`config.mk`:
```
export PLATFORM = sky130hd
export DESIGN_NAME = alu_share_arbiter
export DESIGN_NICKNAME = d
export VERILOG_FILES = /design/src/rtl/alu_share_arbiter.sv
export SDC_FILE = /design/constraint.sdc
export NUM_CORES = 1
export LEC_CHECK = 0
export BUFFER_PORTS_ARGS = -buffer_cell sky130_fd_sc_hd__buf_4
export CAP_MARGIN = 20
export CORE_UTILIZATION = 44
export CTS_BUF_LIST = sky130_fd_sc_hd__clkbuf_8 sky130_fd_sc_hd__clkbuf_16
export CTS_CLUSTER_DIAMETER = 200
export DETAILED_ROUTE_END_ITERATION = 7
export GPL_ROUTABILITY_DRIVEN = 0
export GPL_TIMING_DRIVEN = 0
export PLACE_DENSITY = 0.79
export SKIP_LAST_GASP = 1
export SLEW_MARGIN = 10
export SYNTH_ARGS = -nofsm -noshare
export SYNTH_HDL_FRONTEND = slang
export SYNTH_SLANG_ARGS = --single-unit
```
`constraint.sdc`:
```
create_clock -name i_clk -period 1.7 [get_ports i_clk]
set_input_delay 0.34 -clock i_clk [delete_from_list [all_inputs] [get_ports i_clk]]
set_output_delay 0.34 -clock i_clk [all_outputs]
set_load 0.1 [all_outputs]
```
`src/rtl/alu_share_arbiter.sv`:
```
// Round-robin front end that time-shares one combinational ALU between two
// valid/ready requesters and returns a registered, ID-tagged response.
module alu_share_arbiter #(
   parameter int W      = 10,
   parameter int OPW    = 3,
   parameter int FLW    = 4,
   parameter int MAX_OP = 6
) (
   input  logic           i_clk,
   input  logic           i_rst_n,
   input  logic           i_req0_vld,
   input  logic [W-1:0]   i_req0_arg0,
   input  logic [W-1:0]   i_req0_arg1,
   input  logic [OPW-1:0] i_req0_oper,
   output logic           o_req0_rdy,
   input  logic           i_req1_vld,
   input  logic [W-1:0]   i_req1_arg0,
   input  logic [W-1:0]   i_req1_arg1,
   input  logic [OPW-1:0] i_req1_oper,
   output logic           o_req1_rdy,
   output logic [W-1:0]   o_alu_arg0,
   output logic [W-1:0]   o_alu_arg1,
   output logic [OPW-1:0] o_alu_oper,
   input  logic [W-1:0]   i_alu_result,
   input  logic [FLW-1:0] i_alu_flag,
   output logic           o_rsp_vld,
   input  logic           i_rsp_rdy,
   output logic           o_rsp_id,
   output logic [W-1:0]   o_rsp_result,
   output logic [FLW-1:0] o_rsp_flag,
   output logic           o_rsp_err,
   output logic           o_busy
);

   typedef enum logic [1:0] {
      IDLE = 2'd0,
      EXEC = 2'd1,
      RESP = 2'd2
   } state_t;

   localparam logic [OPW-1:0] MAX_OPER = OPW'(MAX_OP);

   state_t         state_r;
   state_t         state_s;
   logic           last_r;
   logic           id_r;
   logic           err_r;
   logic [W-1:0]   arg0_r;
   logic [W-1:0]   arg1_r;
   logic [OPW-1:0] oper_r;
   logic [W-1:0]   result_r;
   logic [FLW-1:0] flag_r;

   logic           grant0_s;
   logic           grant1_s;
   logic           grant_any_s;
   logic           grant_idx_s;
   logic [W-1:0]   g_arg0_s;
   logic [W-1:0]   g_arg1_s;
   logic [OPW-1:0] g_oper_s;
   logic           illegal_s;

   // Round-robin grant and selection of the winning command payload.
   always_comb begin
      grant0_s    = i_req0_vld & (~i_req1_vld | last_r);
      grant1_s    = i_req1_vld & (~i_req0_vld | ~last_r);
      grant_any_s = grant0_s | grant1_s;
      grant_idx_s = 1'b0;
      g_arg0_s    = i_req0_arg0;
      g_arg1_s    = i_req0_arg1;
      g_oper_s    = i_req0_oper;
      if (grant1_s) begin
         grant_idx_s = 1'b1;
         g_arg0_s    = i_req1_arg0;
         g_arg1_s    = i_req1_arg1;
         g_oper_s    = i_req1_oper;
      end else begin
         grant_idx_s = 1'b0;
      end
      illegal_s = (g_oper_s > MAX_OPER);
   end

   // Next-state logic; illegal opcodes skip the ALU cycle entirely.
   always_comb begin
      state_s = state_r;
      case (state_r)
         IDLE: begin
            if (grant_any_s) begin
               state_s = illegal_s ? RESP : EXEC;
            end else begin
               state_s = IDLE;
            end
         end
         EXEC: state_s = RESP;
         RESP: begin
            if (i_rsp_rdy) begin
               state_s = IDLE;
            end else begin
               state_s = RESP;
            end
         end
         default: state_s = IDLE;
      endcase
   end

   // State register.
   always_ff @(posedge i_clk or negedge i_rst_n) begin
      if (!i_rst_n) begin
         state_r <= IDLE;
      end else begin
         state_r <= state_s;
      end
   end

   // Operand, arbitration and response registers.
   always_ff @(posedge i_clk or negedge i_rst_n) begin
      if (!i_rst_n) begin
         last_r   <= 1'b1;
         id_r     <= 1'b0;
         err_r    <= 1'b0;
         arg0_r   <= '0;
         arg1_r   <= '0;
         oper_r   <= '0;
         result_r <= '0;
         flag_r   <= '0;
      end else begin
         case (state_r)
            IDLE: begin
               if (grant_any_s) begin
                  id_r   <= grant_idx_s;
                  last_r <= grant_idx_s;
                  if (illegal_s) begin
                     result_r <= '0;
                     flag_r   <= '0;
                     err_r    <= 1'b1;
                  end else begin
                     arg0_r <= g_arg0_s;
                     arg1_r <= g_arg1_s;
                     oper_r <= g_oper_s;
                  end
               end
            end
            EXEC: begin
               result_r <= i_alu_result;
               flag_r   <= i_alu_flag;
               err_r    <= 1'b0;
            end
            default: begin
               result_r <= result_r;
            end
         endcase
      end
   end

   assign o_req0_rdy   = (state_r == IDLE) & grant0_s;
   assign o_req1_rdy   = (state_r == IDLE) & grant1_s;
   assign o_alu_arg0   = arg0_r;
   assign o_alu_arg1   = arg1_r;
   assign o_alu_oper   = oper_r;
   assign o_rsp_vld    = (state_r == RESP);
   assign o_rsp_id     = id_r;
   assign o_rsp_result = result_r;
   assign o_rsp_flag   = flag_r;
   assign o_rsp_err    = err_r;
   assign o_busy       = (state_r != IDLE);

endmodule

```
* Word level (Yosys, flattened, before mapping)
Cells that the tools add are included.
** Cells by class
- Equality and inequality tests :: 4
- Bitwise operators :: 11
- Reduce and logical (&&, ||, !) cells :: 6
- Mux-type cells :: 17
- Order comparisons :: 1
** Operators with widths (count)
- $mux W10 :: 4
- $pmux W10 S2 :: 1
- $mux W4 :: 2
- $pmux W4 S2 :: 1
- $mux W2 :: 3
- $pmux W2 S3 :: 1
- $reduce_and A3 Y1 :: 2
- $and A1 B1 Y1 :: 4
- $ne A2 B2 Y1 const B :: 2
- $not A1 Y1 :: 4
- $reduce_bool A2 Y1 :: 2
- $gt A3 B3 Y1 const B :: 1
- $mux W1 :: 3
- $mux W3 :: 1
- $or A1 B1 Y1 :: 3
- $eq A2 B1 Y1 const B :: 1
- $eq A2 B2 Y1 const B :: 1
- $logic_not A2 Y1 :: 1
- $pmux W1 S2 :: 1
- $reduce_and A2 Y1 :: 1
** Storage, ports and cells
- Bits in registers :: 42
- Output and inout bits :: 43
- Word-level logic and storage cells :: 48

* Longest topological paths before layout
- Word-level depth :: 8
- Gate-level depth with buffers :: 5
- Mapped depth without buffers :: 5

* Worst setup path before layout
Ideal clock, no wire load.
- Kind :: flip-flop to flip-flop
- Start :: register state_r[0]
- End :: register oper_r[1], in the netlist o_alu_oper[1]
- Path buffers :: 0
- Data arrival time :: 2.652 ns
- Stages on the path, launching flop included :: 5
- Path slack :: -1.188 ns
- Clock period less this slack :: 2.888 ns
- Cell sequence :: dfrtp_1 > nor2_2 > inv_1 > nor2_1 > a222oi_1
** Between the ends
- Longest elaborated chain between the ends :: 2
** RTL lines
- start, declared :: line 43 : state_t state_r;
- start signal, assigned :: line 111 : state_r <= state_s;
- $logic_not A2 Y1 :: line 127 : case (state_r)
- $reduce_and A3 Y1 (no source line)
- end signal, assigned :: line 139 : oper_r <= g_oper_s;
- end, declared :: line 50 : logic [OPW-1:0] oper_r;
No other way between the ends.
A chain may end at the register's enable or synchronous reset.

* Final worst setup path
- Start :: register state_r[1]
- End :: output port o_req0_rdy
** Between the ends
- Longest elaborated chain between the ends :: 2
** RTL lines
- $logic_not A2 Y1 :: line 155 : assign o_req0_rdy = (state_r == IDLE) & grant0_s;
- $and A1 B1 Y1 :: line 155
- end, declared :: line 15 : output logic o_req0_rdy,
No other way between the ends.

==> results.sh <==
export IMPL_cts_htree_levels=2
export IMPL_crit_fanout=5
export IMPL_antenna_found_initial=0
export IMPL_maxCapViolCount=0
export IMPL_first_global_vias=1656
export IMPL_ys_warnings_count=0
export IMPL_syn_to_final_growth_pct=52.9
export IMPL_drt_drc_violations_left=0
export IMPL_period_needed_ps=1670
export IMPL_coreArea_um2=4140
export IMPL_die_area_um2=4720
export IMPL_num_io_pins=108
export IMPL_final_antenna_net_count=0
export IMPL_worstMarginPinSlew_ps=572
export IMPL_drtIter0Drc=90
export IMPL_insertion_delay_ps=280
export IMPL_clockBufferDepth=2
export IMPL_r2r_cells=5
export IMPL_synth_fp_nets=277
export IMPL_dp_hpwl_um=3780
export IMPL_syn_area_um2=1960
export IMPL_wire_per_inst_um=13.6
export IMPL_path_clk_slew_ps=80
export IMPL_preCtsSetupSlack_ps=-83.2
export IMPL_nets=394
export IMPL_cts_sinks=42
export IMPL_first_pass_iters=4
export IMPL_vias=1941
export IMPL_hold_violations=0
export IMPL_synth_top_area_share=0.524
export IMPL_drive_gt1_frac=0.418
export IMPL_reg2reg_from="last_r$_DFFE_PN1P_"
export IMPL_synth_distinct_cells=26
export IMPL_status="complete, no violations"
export IMPL_initial_core_util=0.473
export IMPL_numPortBuffers=107
export IMPL_worstSetupPathType="reg -> out"
export IMPL_maxSlewViolCount=0
export IMPL_rsz0062_at_grt="yes"
export IMPL_worstSetupStartpoint="state_r[1]$_DFF_PN0_"
export IMPL_dieWidth_um=68.7
export IMPL_syn_inst=212
export IMPL_hp_class="in -> async"
export IMPL_relSlewSlack=0.616
export IMPL_vias_per_cell=5.11
export IMPL_cts_made_buffers=5
export IMPL_setup_viol_count_final=0
export IMPL_max_freq_mhz=600
export IMPL_ys_seq_area_frac=0.537
export IMPL_crit_path_start_kind="flip-flop"
export IMPL_timing_hold_ws_ps=32.3
export IMPL_die_y_um=68.7
export IMPL_ys_seq_elements=42
export IMPL_antenna_cells=0
export IMPL_setup_slack_ps=33.6
export IMPL_worstSetupEndpointType="output port"
export IMPL_std_cell_rows=23
export IMPL_min_period_over_period=0.980
export IMPL_grt_pass1_wl_um=7570
export IMPL_cts_tree="yes"
export IMPL_arrival_ps=1330
export IMPL_grt_max_degree=43
export IMPL_routed_wl_um=5190
export IMPL_track_usage=0.214
export IMPL_clock_root_buffer="clkbuf_8"
export IMPL_postCtsHoldBufs=0
export IMPL_skew_ps=6.47
export IMPL_synth_area_leader_cell="dfrtp_1"
export IMPL_avgSynthCellArea_um2=9.24
export IMPL_critical_path_required_ps=1360
export IMPL_synthTopCellsByArea="dfrtp_1 52%, a21oi_1 10%, nand2_1 9.8%"
export IMPL_grt_overflow_total=0
## state kept, by name, indices dropped and copies added, names as in the netlist
signal and flops:
o_alu_arg0 10, o_alu_arg1 10, o_rsp_result 10, o_rsp_flag 4
o_alu_oper 3, state_r 2, last_r 1, o_rsp_err 1
o_rsp_id 1
## final cells by class
type                       instances  area [um^2]
buffer                            13         85.1
clock buffer                       6         82.6
clock inverter                     2         8.76
fill                             334         1150
inverter                          27          101
multi-input combinational        130          752
sequential                        42         1050
tap                               50         62.6
timing repair buffer             110          851
## metrics by stage
stage,util,area [um^2],cells,setup TNS (ps)
after CTS,0.714,2960,377,-45.6
after detailed placement,0.687,2850,369,-620
after global routing,0.723,3000,380,-24.9
final,0.723,3000,380,0
after floorplan,-,1980,212,-630
after global placement,0.687,2850,369,-7.20
## cell usage in the layout, fill, tap and decap left out, drive strengths merged, types with 2 or more instances in the layout
cell | synthesis | layout
buf | 8 | 118
clkbuf | 5 | 11
nor2b | 2 | 2
nand2 | 51 | 51
nand3 | 2 | 2
nand2b | 2 | 2
a2bb2oi | 2 | 2
a21oi | 39 | 39
a32oi | 20 | 20
nor2 | 4 | 4
dfrtp | 41 | 41
inv | 27 | 28
## synthesized netlist by cell type
cell type  instances
nand2b_1           1
a21boi_0           1
nor2b_1            2
dfrtp_1           41
a31oi_1            1
nor2_4             1
a21oi_1           39
a211o_1            1
buf_4              2
a21bo_4            1
nand2_1           51
nor2_1             2
a21o_1             1
nor2_2             1
nand2b_4           1
inv_1             27
buf_6              3
mux2_4             1
a32oi_1           20
dfstp_2            1
a2bb2oi_1          2
clkbuf_1           5
nand3_1            2
o21ai_1            1
a222oi_1           1
buf_2              3
## final timing paths
check | end | slack (ps)
max in group asynchronous | state_r[0]$_DFF_PN0_ | 1270
min in group i_clk | last_r$_DFFE_PN1P_ | 240
setup / recovery | o_req0_rdy | 30
hold reg to reg | o_rsp_err$_DFFE_PN0P_ | 480
setup reg to reg | o_alu_arg1[9]$_DFFE_PN0P_ | 100
hold / removal | o_rsp_flag[1]$_DFFE_PN0P_ | 30
## what timing repair did
item | CTS | global route
pin swaps | 0 | 2
endpoints found under the hold margin | 0 | 0
resized for setup | 5 | 8
buffers inserted | 0 | 3
cloned | 0 | 0
setup endpoints to repair | 2 | 21
## layer usage
metal  vias to the layer above  wire [um]  track usage
met3                         4        486       0.0576
met2                        79       2360        0.352
met5                         -          0            0
met4                         0         20       0.0459
li1                        954          -            -
met1                       904       2320        0.283
## cell families after synthesis
family | after synthesis | share of synthesized area
compound gates | 68 | 0.229
flops | 42 | 0.537
simple gates | 61 | 0.132
buf+inv | 40 | 0.0939
mux | 1 | 0.00766
## worst max-delay path, stage by stage (launching register included)
cell and delay [ps]:
dfrtp_1 430, nor2_4 170, nand2_2 90, a21oi_4 160
buf_12 190
Power is not shown: default switching activity piles up to over one toggle a cycle in this logic, so the estimate is an artifact.
